[config.mk]
export PLATFORM = sky130hd
export DESIGN_NAME = sat_counter
export DESIGN_NICKNAME = d
export VERILOG_FILES = /design/src/rtl/sat_counter.sv
export SDC_FILE = /design/constraint.sdc
export NUM_CORES = 1
export LEC_CHECK = 0
export ABC_AREA = 1
export CAP_MARGIN = 10
export CORE_MARGIN = 2
export CORE_UTILIZATION = 49
export CTS_BUF_LIST = sky130_fd_sc_hd__clkbuf_16
export DETAILED_ROUTE_END_ITERATION = 8
export PLACE_DENSITY = 0.77
export SYNTH_ARGS = -nofsm -noshare
export SYNTH_HDL_FRONTEND = slang
export SYNTH_SLANG_ARGS = --single-unit
[constraint.sdc]
create_clock -name clk -period 1.7 [get_ports clk]
set_input_delay 0.255 -clock clk [delete_from_list [all_inputs] [get_ports clk]]
set_output_delay 0.255 -clock clk [all_outputs]
set_load 0.02 [all_outputs]
[src/rtl/sat_counter.sv]
// Saturating up-counter with synchronous active-high clear; holds at all-ones.
module sat_counter #(
  parameter int unsigned W = 16
) (
  input  logic         clk,
  input  logic         rst,
  input  logic         inc,
  output logic [W-1:0] q
);

  always_ff @(posedge clk) begin
    if (rst) begin
      q <= '0;
    end else if (inc && (q != {W{1'b1}})) begin
      q <= q + W'(1);
    end
  end

endmodule

==> impl_results.md <==
* IO Pins at 19
* Least-Margin Pin Slew at 0.492 ns
* Synthesized instance count at 149
* Biggest fanout along the worst timing path at 6
* Worst setup SP type: flop
* Reg2reg start: q[1]$_SDFFE_PP0P_
* Critical path type: reg -> out
* Final total power at 885 uW
* Top reg by flops: q
* Routed len/inst at 10.7 um
* Sequential share of power at 43.7%
* Clk buf depth at 2
* Syn-to-layout area delta at 31.0%
* Netlist Area Pre-Place at 930 um2
* CTS tree: yes
* Buf+Inv Stages, Crit Path at 1
* Starting density of the core at 52.7%
* CP Capture Type: primary output
* Pins over their slew limit at 0
* CTS H-tree depth at 1
* Switching part of the total at 19.4%
* Initial DRT Pass Iterations at 4
* Fmax at 639 MHz
* Max FFs per register at 16
* Placer congestion estimate at 0.917
* Data required, critical path at 1.44 ns
* Nets at 175
* Fin crit period at 1.56 ns
* Core ar. at 1760 um2
* Die area at 2260 um2
* Leak at 0.480 nW
* Die height at 47.6 um
* Max incr delay on CP at 0.64 ns
* Max VDD drop at 0.000534 V
* Pwr Density at 727 nW/um2
* Vias in the first global route at 799
* Outcome: completed
* Switching power total at 172 uW
* HP Start: q[3]$_SDFFE_PP0P_
* Crit-path slowest cell: clkdlybuf4s50_1
* Via count at 965
* Fin Setup TNS at 0 ns
* I/O Buffers at 18
* Worst Path Arrival at 1.31 ns
* FF-to-FF setup slack at 0.19 ns
* Clock sinks at 16
* Max-cap violations at 0
* Post-route DRC at 0
* Reg2reg end: q[13]$_SDFFE_PP0P_
* #FFs+latches synth at 16
* Top Registers: q: 16 flops
* Post-DRT Antenna Nets at 0
* Rows at 15
* Synth unique cells at 16
* Vias/cell at 4.97
* Routed wire length at 2070 um
* Layout Cells excl Fill at 194
* P_int at 713 uW
* Mean post-synth cell area at 6.24 um2
* Worst path depth at 1
* Hold WS at 0.525 ns
* Critical path's top delay family: buffers and inverters
* Post-Place Cells at 191
* DRT iter0 DRCs at 30
* First-pass GRT wire length at 3410 um
* Power share of the combinational group at 6.2%
* ANT cells at 0
* Hold path cells at 2
* Final Cycle Share at 92.0%
* Post-synthesis net count at 153
* Clk network pwr share at 50.1%
* Seq/Total Area, Yosys at 34.5%
* CTS root buf: clkbuf_16
* CP Cell Sequence: clkdlybuf4s50_1
* Clk slew on worst S/H paths at 0.05 ns
* Clk_lat worst skew at 0.24 ns
* Final HPWL from detailed placement at 1540 um
* RSZ-0062 raised after global routing: no
* Hold Fails Final Rpt at 0
* Total CTS buffers at 3
* Slew HR at 67.1%
* Final core occ at 69.0%
* Largest net degree at the start of global routing at 17
* Final number of setup-violating endpoints at 0
* Final clock skew at 0.000801 ns
* Worst Hold Class: reg -> reg
* Worst reg2reg path depth at 6
* Global route overflow at 0
* GRT Resource Usage Total at 21.3%
* Layout cells sized above 1 at 11.8%
* Hold Path End: q[3]$_SDFFE_PP0P_
* DIE WIDTH at 47.6 um
* Initial antenna violation count at 0
* YS warnings at 0
==> tightest hold or removal path: cells and delay by family (launching register included) <==
family / cells / cell delay [ns]
flops: 1 / 0.33
simple gates: 2 / 0.15
==> placed cells by master, fill, tap and decap left out <==
master / synthesis / routed
dfxtp_2: 0 / 1
nor2_2: 10 / 9
nor2_4: 2 / 3
nand3_1: 12 / 12
clkbuf_16: 0 / 3
nor2_1: 35 / 35
nand2_2: 2 / 2
dfxtp_1: 16 / 15
ha_1: 1 / 1
buf_4: 0 / 1
nor2_8: 1 / 1
a21oi_1: 7 / 7
nand2_1: 46 / 46
nand4_1: 3 / 3
clkdlybuf4s50_1: 0 / 18
inv_1: 10 / 10
nor3_1: 1 / 1
or2_0: 1 / 1
==> timing repair <==
action	CTS	global route
endpoints found under the setup margin	0	8
gates resized for setup	0	2
hold endpoints to repair	0	0
hold buffers	0	0
buffers inserted	0	0
==> synth_stat cells <==
| master | count | area (um2) |
|---|---|---|
| nor2_2 | 10 | 62.6 |
| nand2_1 | 46 | 173 |
| a21oi_1 | 7 | 35.0 |
| or2_0 | 1 | 6.26 |
| ha_1 | 1 | 12.5 |
| inv_1 | 10 | 37.5 |
| nand3_1 | 12 | 60.1 |
| nor2_8 | 1 | 20.0 |
| nor3_1 | 1 | 5.00 |
| nor2_4 | 2 | 22.5 |
| nand4_1 | 3 | 18.8 |
| nand2_2 | 2 | 12.5 |
| nor2_1 | 35 | 131 |
| dfxtp_1 | 16 | 320 |
| clkbuf_4 | 1 | 7.51 |
| buf_2 | 1 | 5.00 |
==> layer usage <==
layer,vias to the layer above,wire length (um),global-route usage [%]
met5,-,0,0
met1,428,1010,30.6
met2,25,932,31.4
li1,507,-,-
met4,0,34,9.19
met3,5,91,3.40
==> power groups by stage <==
stage	combinational, mW	sequential, mW	clock (mW)
2_1_floorplan	0.0301	0.398	0
3_3_place_gp	0.0527	0.393	0
3_5_place_dp	0.0546	0.393	0
4_1_cts	0.0549	0.386	0.453
5_1_grt	0.0613	0.387	0.467
6_report	0.0551	0.387	0.444
==> worst max path at each step <==
stage | startpoint | to
2_1_floorplan | q[0]$_SDFFE_PP0P_ | q[0]$_SDFFE_PP0P_
3_3_place_gp | inc | q[13]$_SDFFE_PP0P_
3_5_place_dp | inc | q[13]$_SDFFE_PP0P_
4_1_cts | q[0]$_SDFFE_PP0P_ | q[13]$_SDFFE_PP0P_
5_1_grt | q[1]$_SDFFE_PP0P_ | q[12]$_SDFFE_PP0P_
6_report | q[10]$_SDFFE_PP0P_ | q[10]
==> area by class of cell <==
class | count | area [um2]
Multi-Input combinational cell | 121 | 564
Fill cell | 158 | 547
Sequential cell | 16 | 322
Timing Repair Buffer | 19 | 188
Clock buffer | 3 | 75.1
Inverter | 10 | 37.5
Tap cell | 25 | 31.3
==> kinds of logic (layout without fill, tap and decap cells) <==
logic type               Yosys count  in the layout  synth area share (%)
AND/OR/NAND/NOR                  113            113                  55.0
adder cells (fa/ha/maj)            1              1                  1.35
buffers and inverters             12             32                  5.38
AO/OA/AOI/OAI                      7              7                  3.77
flip-flops                        16             16                  34.5
==> per-stage QoR <==
stage / setup slack, ns / area [um2]
6_report: 0.136 / 1220
5_1_grt: 0.0185 / 1220
4_1_cts: 0.114 / 1210
3_5_place_dp: 0.0663 / 1140
3_3_place_gp: 0.127 / 1140
2_1_floorplan: 0.222 / 930
(Power assumes the default switching activity.)
